<file path="config.mk">
export PLATFORM = sky130hd
export DESIGN_NAME = led_mode_sequencer
export DESIGN_NICKNAME = d
export VERILOG_FILES = /design/src/rtl/led_mode_sequencer.sv
export SDC_FILE = /design/constraint.sdc
export NUM_CORES = 1
export LEC_CHECK = 0
export ABC_AREA = 1
export CELL_PAD_IN_SITES_DETAIL_PLACEMENT = 0
export CELL_PAD_IN_SITES_GLOBAL_PLACEMENT = 1
export CORE_MARGIN = 10
export CORE_UTILIZATION = 42
export DETAILED_ROUTE_END_ITERATION = 8
export GPL_ROUTABILITY_DRIVEN = 0
export PLACE_DENSITY = 0.79
export RECOVER_POWER = 25
export SLEW_MARGIN = 25
export SYNTH_ARGS = -nofsm -noshare
export SYNTH_HDL_FRONTEND = slang
export SYNTH_SLANG_ARGS = --single-unit
</file>
<file path="constraint.sdc">
create_clock -name clk -period 2.16 [get_ports clk]
set_input_delay 0.324 -clock clk [delete_from_list [all_inputs] [get_ports clk]]
set_output_delay 0.324 -clock clk [all_outputs]
set_load 0.02 [all_outputs]
</file>
<file path="src/rtl/led_mode_sequencer.sv">
// LED bank controller: synchronizes switches and buttons, debounces the buttons,
// and runs a four-mode display sequencer (mirror, count, shift, blink) driven
// by a prescaled display tick. All outputs are registered.
module led_mode_sequencer #(
  parameter int unsigned TICK_DIV        = 25000000,
  parameter int unsigned DEBOUNCE_CYCLES = 250000
) (
  input  logic       clk,
  input  logic       rst_n,
  input  logic [7:0] switch,
  input  logic [3:0] push_btn,
  output logic [7:0] led,
  output logic [1:0] mode,
  output logic       paused
);

  localparam int unsigned PsW = $clog2(TICK_DIV);
  // A single-cycle debounce still needs a 1-bit counter to keep the logic uniform.
  localparam int unsigned DbW = (DEBOUNCE_CYCLES > 1) ? $clog2(DEBOUNCE_CYCLES) : 1;
  localparam logic [PsW-1:0] PsLast = PsW'(TICK_DIV - 1);
  localparam logic [DbW-1:0] DbLast = DbW'(DEBOUNCE_CYCLES - 1);

  typedef enum logic [1:0] {
    ModeMirror = 2'd0,
    ModeCount  = 2'd1,
    ModeShift  = 2'd2,
    ModeBlink  = 2'd3
  } mode_e;

  // Button indices.
  localparam int unsigned BtnNext  = 0;
  localparam int unsigned BtnPrev  = 1;
  localparam int unsigned BtnPause = 2;
  localparam int unsigned BtnLoad  = 3;

  logic [7:0]            sw_meta_q, sw_s_q;
  logic [3:0]            btn_meta_q, btn_s_q;
  logic [3:0]            db_lvl_q, db_lvl_d;
  logic [3:0][DbW-1:0]   db_cnt_q, db_cnt_d;
  logic [3:0]            press_q, press_d;
  mode_e                 mode_q, mode_d;
  logic [7:0]            pattern_q, pattern_d;
  logic [PsW-1:0]        ps_q, ps_d;
  logic                  paused_q, paused_d;
  logic                  phase_q, phase_d;
  logic [7:0]            led_q, led_d;
  logic                  tick;
  logic                  mode_chg;

  // Debounce: a level change is accepted after DEBOUNCE_CYCLES differing samples;
  // only a rising accepted level yields a press pulse.
  always_comb begin
    db_lvl_d = db_lvl_q;
    db_cnt_d = '0;
    press_d  = '0;
    for (int i = 0; i < 4; i++) begin
      if (btn_s_q[i] != db_lvl_q[i]) begin
        if (db_cnt_q[i] == DbLast) begin
          db_lvl_d[i] = btn_s_q[i];
          press_d[i]  = btn_s_q[i];
        end else begin
          db_cnt_d[i] = db_cnt_q[i] + 1'b1;
        end
      end
    end
  end

  // Mode, pause, prescaler and pattern next-state; mode change beats load beats tick.
  always_comb begin
    tick      = (ps_q == PsLast) && !paused_q;
    mode_chg  = press_q[BtnNext] ^ press_q[BtnPrev];
    mode_d    = mode_q;
    ps_d      = ps_q;
    paused_d  = paused_q;
    phase_d   = phase_q;
    pattern_d = pattern_q;

    if (press_q[BtnNext] && !press_q[BtnPrev]) begin
      mode_d = mode_e'(mode_q + 2'd1);
    end else if (press_q[BtnPrev] && !press_q[BtnNext]) begin
      mode_d = mode_e'(mode_q - 2'd1);
    end

    if (mode_chg) begin
      ps_d     = '0;
      paused_d = 1'b0;
      phase_d  = 1'b1;
      case (mode_d)
        ModeCount: pattern_d = 8'h00;
        ModeShift: pattern_d = 8'h01;
        ModeBlink: pattern_d = sw_s_q;
        default:   pattern_d = pattern_q;
      endcase
    end else begin
      if (press_q[BtnPause]) begin
        paused_d = !paused_q;
      end
      if (!paused_q) begin
        ps_d = (ps_q == PsLast) ? '0 : ps_q + 1'b1;
      end
      if (press_q[BtnLoad] && (mode_q != ModeMirror)) begin
        pattern_d = sw_s_q;
      end else if (tick) begin
        case (mode_q)
          ModeCount: pattern_d = pattern_q + 8'd1;
          ModeShift: pattern_d = {pattern_q[6:0], pattern_q[7]};
          default:   pattern_d = pattern_q;
        endcase
      end
      // Blink phase runs off the tick independently of pattern loads.
      if (tick && (mode_q == ModeBlink)) begin
        phase_d = !phase_q;
      end
    end
  end

  // LED drive from the registered state, so it trails the pattern by one cycle.
  always_comb begin
    case (mode_q)
      ModeMirror: led_d = sw_s_q;
      ModeBlink:  led_d = phase_q ? pattern_q : 8'h00;
      default:    led_d = pattern_q;
    endcase
  end

  // All state, including the input synchronizers, with asynchronous reset.
  always_ff @(posedge clk or negedge rst_n) begin
    if (!rst_n) begin
      sw_meta_q  <= '0;
      sw_s_q     <= '0;
      btn_meta_q <= '0;
      btn_s_q    <= '0;
      db_lvl_q   <= '0;
      db_cnt_q   <= '0;
      press_q    <= '0;
      mode_q     <= ModeMirror;
      pattern_q  <= '0;
      ps_q       <= '0;
      paused_q   <= 1'b0;
      phase_q    <= 1'b0;
      led_q      <= '0;
    end else begin
      sw_meta_q  <= switch;
      sw_s_q     <= sw_meta_q;
      btn_meta_q <= push_btn;
      btn_s_q    <= btn_meta_q;
      db_lvl_q   <= db_lvl_d;
      db_cnt_q   <= db_cnt_d;
      press_q    <= press_d;
      mode_q     <= mode_d;
      pattern_q  <= pattern_d;
      ps_q       <= ps_d;
      paused_q   <= paused_d;
      phase_q    <= phase_d;
      led_q      <= led_d;
    end
  end

  assign led    = led_q;
  assign mode   = mode_q;
  assign paused = paused_q;

endmodule

</file>
-- Word-level counts from Yosys, hierarchy flattened
Cells that the tools add are included.
- register bits after elaboration: 149
- input bits: 14
- output and inout port bits: 11
- add/sub/neg operators: 8
- eq/ne operators: 17
- mux-type cells: 32
- bitwise gates (word level): 1
- reduce and logical (&&, ||, !) cells: 20
- operator list (cell ; count):
    $mux 18 ; 8
    $mux 25 ; 3
    $add 18x1->18 const B ; 4
    $eq 18x18->1 const B ; 4
    $mux 8 ; 4
    $pmux 8 s2 ; 2
    $add 25x1->25 const B ; 1
    $eq 25x25->1 const B ; 1
    $pmux 8 s3 ; 1
    $mux 1 ; 12
    $add 8x1->8 const B ; 1
    $eq 2x2->1 const B ; 4
    $reduce_and 2->1 ; 4
    $reduce_bool 2->1 ; 3
    $logic_and 1x1->1 ; 5
    $eq 2x1->1 const B ; 2
    $logic_not 1->1 ; 4
    $mux 2 ; 2
    $ne 1x1->1 ; 4
    $ne 4x1->1 const B ; 1
    $reduce_bool 4->1 ; 1
    $reduce_and 3->1 ; 1
    $reduce_bool 3->1 ; 1
    $add 2x1->2 const B ; 1
    other kinds (4) ; 4

-- Depth between registers and ports, before layout
Gate-level depths: netlist of run 1.
- word-level depth: 7
- depth in mapped cells: 12
- mapped depth without buffers: 12

-- Worst setup path before layout of run 1
Ideal clock, no wire load.
- path type: register to register
- from: reg mode_q[0], in the netlist mode[0]
- to: reg pattern_q[3]
- setup time: 118 ps
- data arrival time: 2190 ps
- data required time: 2042 ps
- slack: -148 ps
- cell stages (with the launch flop): 12
- buffers on the path: 0
- clock period less this slack: 2308 ps
- cells stage by stage: dfrtp_1 -> inv_1 -> ha_1 -> nand2_1 -> o21ai_0 -> o21ai_0 -> ha_1 -> nor3_1 -> a41oi_2 -> nand2_4 -> nand2_1 -> nand2_1
- word-level cells in the longest chain between the ends: 6
- ends and longest elaborated chain (item ; line ; text):
    start, declared ; 41 ; mode_e mode_q, mode_d;
    start signal, assigned ; 136 ; mode_q <= ModeMirror;
    start signal, assigned ; 150 ; mode_q <= mode_d;
    $sub 2x1->2 ; 81 ; mode_d = mode_e'(mode_q - 2'd1);
    $mux 2 ; 80 ; end else if (press_q[BtnPrev] && !press_q[BtnNext]) begin
    $mux 2 * ; 78 ; if (press_q[BtnNext] && !press_q[BtnPrev]) begin
    named net mode_d[1] ; 41 ;
    $eq 2x2->1 or $eq 2x1->1 (tied branches) ; 88 ; case (mode_d)
    $ne 4x1->1 (no source line) or $pmux 8 s3 (tied branches) ; -- ;
    $reduce_and 3->1 (no source line) or $mux 8 (tied branches) ; -- ;
    end signal, assigned ; 151 ; pattern_q <= pattern_d;
    end, declared ; 42 ; logic [7:0] pattern_q, pattern_d;
Mark *: on every way through the listed nets, which the timed path passes. The rest lies on a longest branch. The select of a mux whose other input is x is not followed.
A chain may end at the register's enable or synchronous reset.

-- Worst setup path in the final report of run 1
- from: reg mode_q[0], in the netlist mode[0]
- to: reg pattern_q[5]
The elaborated chain is that of the path after synthesis.

==> reports/qor.txt, run 1 <==
hpwl dp: 12.99 mm
CP endpoint kind: flip-flop
clk slew on worst S/H paths: 0.07 ns
vias post-DR: 6555
Hold Path End: sw_s_q[6]
register bit total from synthesis: 149
Syn Area/Cell: 7.986 um^2
Area growth syn-to-layout: 16.69%
Final Critical Period: 2.104 ns
Hold WS: 0.3487 ns
nets@finish: 1078
Netlist Area Pre-Place: 0.007970 mm^2
CTS buffer count: 17
Root Driver: clkbuf_16
boundary pin count: 25
R2R Path End: pattern_q[5]
unrepaired setup endpoints after global routing: true
CP max FO: 4
Initial DRC Count: 368
Routed WL per cell: 13.92 um
maximum root-to-sink buffer count: 2
min-delay src: sw_meta_q[6]
die height: 157.8 um
Power Dens Cells: 666.7 mW/mm^2
Finish-stage setup viols: 0
Final period util: 97.40%
IO Port Bufs: 24
slew at the pin closest to its max-slew limit: 1.248 ns
CP top delay family: adder cells
Max Freq: 0.4753 GHz
Async S/R FF share, synth: 100.0%
critical path class: flip-flop to flip-flop
Inst Count DP: 1258
Core Util, Final: 49.72%
GRT Overall Usage: 15.02%
syn_nets: 1026
WL final: 18.05 mm
final instance area: 0.009300 mm^2
worst vdd ir: 0.0005260 V
reg-to-reg startpoint: mode[0]
Pwr Total: 6.200 mW
Reg area: 0.003731 mm^2
max cap viols: 0
vias in the first global route: 6323
Mapped Cells: 998
H-tree levels: 4
Yosys cell types: 44
site row count: 50
data required time of the critical path: 2.48 ns
Worst EP arrival: 2.42 ns
sequential share of the synthesized area: 46.78%
Die ar.: 0.02489 mm^2
worst-path cell chain: inv_2 -> ha_4 -> nand2_1 -> o21ai_1 -> o21ai_2 -> ha_4 -> nor3_2 -> a41oi_2 -> buf_6 -> buf_4 -> nand3_1 -> nand2_1
CTS sink cnt: 149
core box area: 0.01871 mm^2
Crit-path slowest cell: dfrtp_2
multi-input logic area: 0.003766 mm^2
Yosys Warn Count: 0
final slew viol count: 0
ANT cells: 0
Buf/Inv on CP: 3
Non-Filler Instances: 1297
initial core utilization: 42.61%
share of cells above drive strength 1: 10.25%
Leak: 4.048 nW
run status: finished, final reports clean
Routed Antenna Nets: 0
largest net degree at the start of global routing: 51
number of remaining DRC errors: 0
Post-synth EDFFs: 0
first-pass GRT wire length: 30.53 mm
hold path cells: 0
Synth Flop Type: dfrtp_1
Die X: 157.8 um
GRT overflow: 0
initial antenna violation count: 0
CTS tree: built
Final Hold Fails: 0
Hold Crit Class: flip-flop to flip-flop
# fillers: 1802
Startpoint Class: flip-flop
Slew HR: 16.80%
Worst-Skew Late Latency: 0.42 ns
r2r setup slk: 0.06 ns
placed cell area: 0.008577 mm^2
slowest stage delay, CP: 0.43 ns
Worst Reg-to-Reg Cells: 12
drt pass-1 iters: 5
worst clock skew: 0.009473 ns
via-per-instance ratio: 5.054
-- Yosys cell counts (2+ instances only) --
library cell | instances | share of area [%]
nor2_4 | 3 | 0.42
o211ai_1 | 3 | 0.28
inv_1 | 113 | 5.3
o22ai_1 | 18 | 1.4
nand2_1 | 212 | 10
clkbuf_1 | 7 | 0.33
o21ai_1 | 6 | 0.38
nand2_2 | 2 | 0.16
nor3_2 | 6 | 0.75
nor3_1 | 32 | 2.0
nand3_2 | 8 | 1.0
nor2_1 | 154 | 7.3
nand3_1 | 81 | 5.1
nor3b_1 | 3 | 0.28
nor2_2 | 9 | 0.71
buf_2 | 7 | 0.44
xnor2_1 | 11 | 1.2
nor4_1 | 8 | 0.63
a31o_2 | 4 | 0.44
o21ai_0 | 29 | 1.8
a21oi_1 | 17 | 1.1
or2_2 | 2 | 0.16
dfrtp_1 | 149 | 47
o21bai_1 | 3 | 0.28
inv_2 | 2 | 0.094
nand4_1 | 36 | 2.8
or3_1 | 2 | 0.16
ha_1 | 14 | 2.2
xor2_1 | 42 | 4.6
-- flip-flops by register name (all words and copies together) (netlist names) --
name and flops:
db_cnt_q 72, ps_q 25, led 8, pattern_q 8, sw_meta_q 8, sw_s_q 8
btn_meta_q 4, btn_s_q 4, db_lvl_q 4, press_q 4, mode 2, paused 1
phase_q 1
-- routing by layer --
metal | up-vias | wire, um | GRT usage (%)
met3 | 21 | 600 | 2.795
met2 | 108 | 8563 | 24.83
met5 | - | 0 | 0
met4 | 0 | 221 | 4.497
met1 | 3053 | 8667 | 19.53
li1 | 3373 | - | -
-- worst max-delay path by stage --
stage / from / endpoint / slack [ns] / depth (start not counted)
2_1_floorplan: mode[0] / pattern_q[3] / 0.02 / 11
3_3_place_gp: mode[0] / pattern_q[7] / -0.04 / 11
3_5_place_dp: press_q[1] / pattern_q[2] / -0.08 / 11
4_1_cts: mode[0] / pattern_q[5] / 0.02 / 12
5_1_grt: press_q[1] / pattern_q[2] / -0.04 / 12
6_report: mode[0] / pattern_q[5] / 0.06 / 12
-- cell type report --
type	count	area share, %
multi-input cells	717	40.50
flip-flops and latches	149	40.12
repair buffers	50	4.857
inverters	115	4.641
clock buffers	17	4.574
well taps	234	3.148
clock inverters	15	2.166
-- cells by family (layout without fill, tap and decap cells) --
logic type | Yosys count | in the layout | share of synthesized area (%)
xor+xnor | 53 | 53 | 5.824
fa+ha+maj | 14 | 14 | 2.198
flops | 149 | 149 | 46.78
simple gates | 563 | 563 | 32.24
buf+inv | 132 | 197 | 6.484
compound gates | 87 | 87 | 6.468
-- placed cells by master, fill, tap and decap left out, types with 13 or more instances in the layout --
master         instances
inv_1                111
nand3_1               81
clkbuf_16             17
buf_4                 19
xor2_1                42
dlygate4sd3_1         13
a21oi_1               17
o21ai_0               27
nand4_1               36
o22ai_1               18
nor2_1               153
nand2_1              212
nor3_1                31
dfrtp_1              147
-- stage by stage --
step / setup TNS [ns] / setup WS [ns]
6_report: 0 / 0.05613
3_3_place_gp: -0.3336 / -0.04356
2_1_floorplan: 0 / 0.02317
5_1_grt: -0.1879 / -0.03924
3_5_place_dp: -0.6217 / -0.08457
4_1_cts: 0 / 0.01738
-- report_power, final --
group          total [mW]  switching, mW  leakage, nW  internal (mW)
logic               0.185          0.122         1.76         0.0626
registers            2.87         0.0318         1.98           2.84
clock network        3.14           1.28        0.306           1.87
-- worst register-to-register path, delay by kind of cell, from the launching register on --
kind	cells	cell delay, ns
fa+ha+maj	2	0.45
flops	1	0.43
buf+inv	3	0.39
simple gates	4	0.37
compound gates	3	0.36
-- timing repair --
action,4_1_cts,5_1_grt
hold buffers,1,0
buffers inserted,3,3
endpoints found under the setup margin,8,8
pin swaps,0,5
endpoints found under the hold margin,42,0
gates resized for setup,0,11
No activity file was read; power rests on OpenSTA's default activity.
==> run 2: changes to the inputs <==
--- a/config.mk
+++ b/config.mk
@@ -12,6 +12,7 @@
 export CORE_UTILIZATION = 42
 export DETAILED_ROUTE_END_ITERATION = 8
 export GPL_ROUTABILITY_DRIVEN = 0
+export GPL_TIMING_DRIVEN = 0
 export PLACE_DENSITY = 0.79
 export RECOVER_POWER = 25
 export SLEW_MARGIN = 25
==> constraint.sdc (replaced) <==
create_clock -name clk -period 2.16 [get_ports clk]
set_input_delay 0.432 -clock clk [delete_from_list [all_inputs] [get_ports clk]]
set_output_delay 0.432 -clock clk [all_outputs]
set_load 0.02 [all_outputs]
==> reports/qor.txt, run 2 (same netlist as run 1, synthesis figures left out) <==
die height: 157.8 um
Worst-Skew Late Latency: 0.43 ns
r2r setup slk: 0.08 ns
Hold Crit Class: flip-flop to flip-flop
slew at the pin closest to its max-slew limit: 0.7681 ns
first-pass GRT wire length: 30.25 mm
data required time of the critical path: 2.48 ns
GRT Overall Usage: 14.90%
Initial DRC Count: 310
CTS tree: built
Final Hold Fails: 0
Routed WL per cell: 13.53 um
Pint: 4.788 mW
initial core utilization: 42.61%
H-tree levels: 4
sequential share of power: 47.3%
nets@finish: 1078
initial antenna violation count: 0
Inst Count DP: 1257
maximum root-to-sink buffer count: 2
drt pass-1 iters: 5
max reg flops: 72
Final Critical Period: 2.078 ns
via-per-instance ratio: 4.996
Clk pwr share: 49.7%
unrepaired setup endpoints after global routing: true
Placement Setup Slack: -0.3579 ns
number of remaining DRC errors: 0
Power Dens Cells: 653.8 mW/mm^2
Root Driver: clkbuf_16
Routed Antenna Nets: 0
Worst EP arrival: 2.39 ns
top flop regs: db_cnt_q x72, ps_q x25
boundary pin count: 25
vias in the first global route: 6190
site row count: 50
final slew viol count: 0
Switching Share: 21.16%
hpwl dp: 12.55 mm
run status: finished, final reports clean
Post-Route Setup TNS: 0 ns
Hold WS: 0.3366 ns
IO Port Bufs: 24
GRT overflow: 0
share of cells above drive strength 1: 10.16%
CTS buffer count: 17
Slew HR: 48.79%
Finish-stage setup viols: 0
Die ar.: 0.02489 mm^2
largest net degree at the start of global routing: 92
Startpoint Class: flip-flop
max cap viols: 0
P_sw: 1.285 mW
core box area: 0.01871 mm^2
Final period util: 96.19%
worst clock skew: 0.01204 ns
worst setup margin: 0.08220 ns
clk slew on worst S/H paths: 0.07 ns
CTS sink cnt: 149
highest-count cells in the layout ignoring fill and taps: nand2_1, nor2_1, dfrtp_1
WL final: 17.55 mm
Top reg by flops: db_cnt_q
Logic pwr share: 3.0%
Core Util, Final: 49.66%
critical path class: flip-flop to flip-flop
Non-Filler Instances: 1297
ANT cells: 0
CP endpoint kind: flip-flop
worst vdd ir: 0.0005045 V
vias post-DR: 6480
commonest non-fill, non-tap cell in the layout: nand2_1
Leak: 4.025 nW
CP max FO: 8
Max Freq: 0.4813 GHz
final instance area: 0.009289 mm^2
Area growth syn-to-layout: 16.55%
Pwr Total: 6.073 mW
Die X: 157.8 um
placed cell area: 0.008538 mm^2
[run 2: worst paths after layout]
check | cells past startpoint | to | startpoint
max in group asynchronous | 3 | db_cnt_q[14] | rst_n
worst min register to register | 0 | btn_s_q[2] | btn_meta_q[2]
min in group asynchronous | 2 | ps_q[24] | rst_n
worst min-delay path | 0 | btn_s_q[2] | btn_meta_q[2]
worst max-delay path | 11 | pattern_q[5] | press_q[0]
worst max register to register | 11 | pattern_q[5] | press_q[0]
[run 2: layer usage]
metal  part of all wire [%]  global-route usage, %
met5                      0                      0
met2                     46                  22.84
met3                    3.6                  3.392
met4                    1.2                  4.363
met1                     50                  20.55
[run 2: layout make-up]
cell class,instances,area (um^2)
sequential,149,3731
tap,234,292.8
multi-input combinational,717,3789
clock buffer,25,515.5
buffer,16,83.83
inverter,115,435.4
clock inverter,7,91.34
fill,1785,9417
timing repair buffer,34,350.3
[run 2: repair_timing]
action                                  CTS  global route
endpoints found under the hold margin    58             0
resized for setup                         4            17
buffers inserted                          3             5
cloned                                    0             0
pin swaps                                 1             7
endpoints found under the setup margin    8            18
hold buffers                              1             0
[run 2: power by group through the flow]
stage	Combinational [mW]	Clock (mW)	Sequential, mW
finish	0.183	3.02	2.87
global route	0.214	3.22	2.88
floorplan	0.0603	0	2.93
CTS	0.197	3.11	2.87
global placement	0.186	0	2.92
detailed placement	0.195	0	2.92
[run 2: critical path: stages (launching register included)]
cell     delay [ns]
dfrtp_1        0.40
inv_2          0.06
ha_1           0.20
nor2_2         0.09
xor2_1         0.19
inv_1          0.11
ha_4           0.29
nor3_4         0.04
a41oi_4        0.29
nand2_4        0.16
nand2_1        0.10
nand2_1        0.05
==> run 3: changes to the inputs <==
--- a/config.mk
+++ b/config.mk
@@ -8,6 +8,7 @@
 export ABC_AREA = 1
 export CELL_PAD_IN_SITES_DETAIL_PLACEMENT = 0
 export CELL_PAD_IN_SITES_GLOBAL_PLACEMENT = 1
+export CORE_ASPECT_RATIO = 1.1
 export CORE_MARGIN = 10
 export CORE_UTILIZATION = 42
 export DETAILED_ROUTE_END_ITERATION = 8
==> reports/qor.txt, run 3 (same netlist as run 1, synthesis figures left out) <==
Routed Antenna Nets: 0
Power Dens Cells: 658.7 mW/mm^2
run status: finished, final reports clean
clk slew on worst S/H paths: 0.06 ns
critical path class: flip-flop to flip-flop
Most Crowded Layer GR: met2
worst-path cell chain: inv_1 -> ha_1 -> nor2_2 -> xor2_1 -> inv_1 -> ha_4 -> nor3_4 -> a41oi_4 -> nand2_4 -> nand2_1 -> nand2_1
drt pass-1 iters: 5
highest-count cells in the layout ignoring fill and taps: nand2_1, nor2_1, dfrtp_1
via-per-instance ratio: 5.049
Crit-path slowest cell: dfrtp_1
GRT met2 Usage: 23.42%
Initial DRC Count: 424
commonest non-fill, non-tap cell in the layout: nand2_1
Root Driver: clkbuf_16
initial core utilization: 42.98%
met1 Track Usage GR: 21.33%
final slew viol count: 0
Post-Route Setup TNS: 0 ns
H-tree levels: 4
nets@finish: 1079
slew at the pin closest to its max-slew limit: 0.8899 ns
core box area: 0.01854 mm^2
Startpoint Class: flip-flop
initial antenna violation count: 0
max cap viols: 0
CP top delay family: adder cells
maximum root-to-sink buffer count: 2
CP endpoint kind: flip-flop
Final period util: 97.82%
top flop regs: db_cnt_q x72, ps_q x25
share of cells above drive strength 1: 10.06%
Worst-Skew Late Latency: 0.42 ns
GRT Overall Usage: 15.31%
Top reg by flops: db_cnt_q
Worst EP arrival: 2.41 ns
vias in the first global route: 6524
Area growth syn-to-layout: 16.95%
vias post-DR: 6599
WL final: 17.84 mm
Final Critical Period: 2.113 ns
site row count: 52
die height: 164.5 um
slowest stage delay, CP: 0.37 ns
Hold Crit Class: flip-flop to flip-flop
CTS tree: built
first-pass GRT wire length: 31.31 mm
largest net degree at the start of global routing: 93
ANT cells: 0
Core Util, Final: 50.27%
# fillers: 1815
worst setup margin: 0.04710 ns
worst vdd ir: 0.0005422 V
hpwl dp: 12.72 mm
CP max FO: 8
max reg flops: 72
Final Hold Fails: 0
Slew HR: 40.67%
worst clock skew: 0.007531 ns
CTS buffer count: 17
data required time of the critical path: 2.46 ns
boundary pin count: 25
Placement Setup Slack: -0.3260 ns
unrepaired setup endpoints after global routing: true
Die ar.: 0.02489 mm^2
GRT overflow: 0
global-route track usage on met3: 3.175%
Finish-stage setup viols: 0
Routed WL per cell: 13.65 um
IO Port Bufs: 24
number of remaining DRC errors: 0
CTS sink cnt: 149
Buf/Inv on CP: 2
Pwr Total: 6.140 mW
Max Freq: 0.4733 GHz
Leak: 4.047 nW
Die X: 151.3 um
[run 3: changes by cell type in the layout (fill, tap and decap cells not counted), moves of 3 or more]
cell and change:
inv_2 -3, clkbuf_8 -4, inv_1 +4, inv_6 +4
[run 3: routing by layer]
| metal | vias up | wire (um) |
|---|---|---|
| met1 | 3136 | 8948 |
| met3 | 12 | 492 |
| li1 | 3367 | - |
| met5 | - | 0 |
| met4 | 0 | 157 |
| met2 | 84 | 8245 |
[run 3: timing repair]
| item | CTS | global route |
|---|---|---|
| pin swaps | 3 | 7 |
| resized for setup | 4 | 14 |
| endpoints found under the hold margin | 57 | 0 |
| hold buffers | 1 | 0 |
| setup buffers | 7 | 2 |
| endpoints found under the setup margin | 8 | 18 |
[run 3: per-stage QoR]
stage | std cells | hold slack [ns] | instance area [um^2]
6_report | 1307 | 0.3472 | 9321
5_1_grt | 1307 | 0.3531 | 9321
3_3_place_gp | 1265 | 0.3326 | 8517
2_1_floorplan | 998 | 0.1364 | 7973
4_1_cts | 1306 | 0.3489 | 9258
3_5_place_dp | 1266 | 0.3347 | 8549
[run 3: power by group]
| part | internal [mW] | switching, mW |
|---|---|---|
| Combinational | 0.0635 | 0.120 |
| Sequential | 2.84 | 0.0318 |
| Clock | 1.89 | 1.19 |
[run 3: final timing paths]
| path | startpoint | to | slack [ns] | cells after the start |
|---|---|---|---|---|
| worst max-delay path | press_q[0] | pattern_q[3] | 0.05 | 11 |
| worst min-delay path | sw_meta_q[7] | sw_s_q[7] | 0.35 | 0 |
| worst max register to register | press_q[0] | pattern_q[3] | 0.05 | 11 |
| worst min register to register | sw_meta_q[7] | sw_s_q[7] | 0.35 | 0 |
| max in group asynchronous | rst_n | mode[1] | 0.81 | 3 |
| min in group asynchronous | rst_n | db_cnt_q[4] | 0.53 | 2 |
[run 3: worst register-to-register path, delay by kind of cell (launching register included)]
kind / cells / cell delay [ns]
and+or+nand+nor: 5 / 0.44
buffers and inverters: 2 / 0.19
adders and majority gates: 2 / 0.49
AOI/OAI and AO/OA: 1 / 0.31
xor gates and xnor gates: 1 / 0.19
DFF: 1 / 0.37
[run 3: final cells by class]
| class | instances | area, um^2 | share of cell area, % |
|---|---|---|---|
| clock inverters | 13 | 167.7 | 1.799 |
| well taps | 243 | 304.0 | 3.262 |
| inverters | 115 | 431.7 | 4.631 |
| clock buffers | 19 | 452.9 | 4.859 |
| plain buffers | 16 | 83.83 | 0.8993 |
| repair buffers | 35 | 354.1 | 3.799 |
| flip-flops and latches | 149 | 3731 | 40.03 |
| multi-input cells | 717 | 3796 | 40.72 |
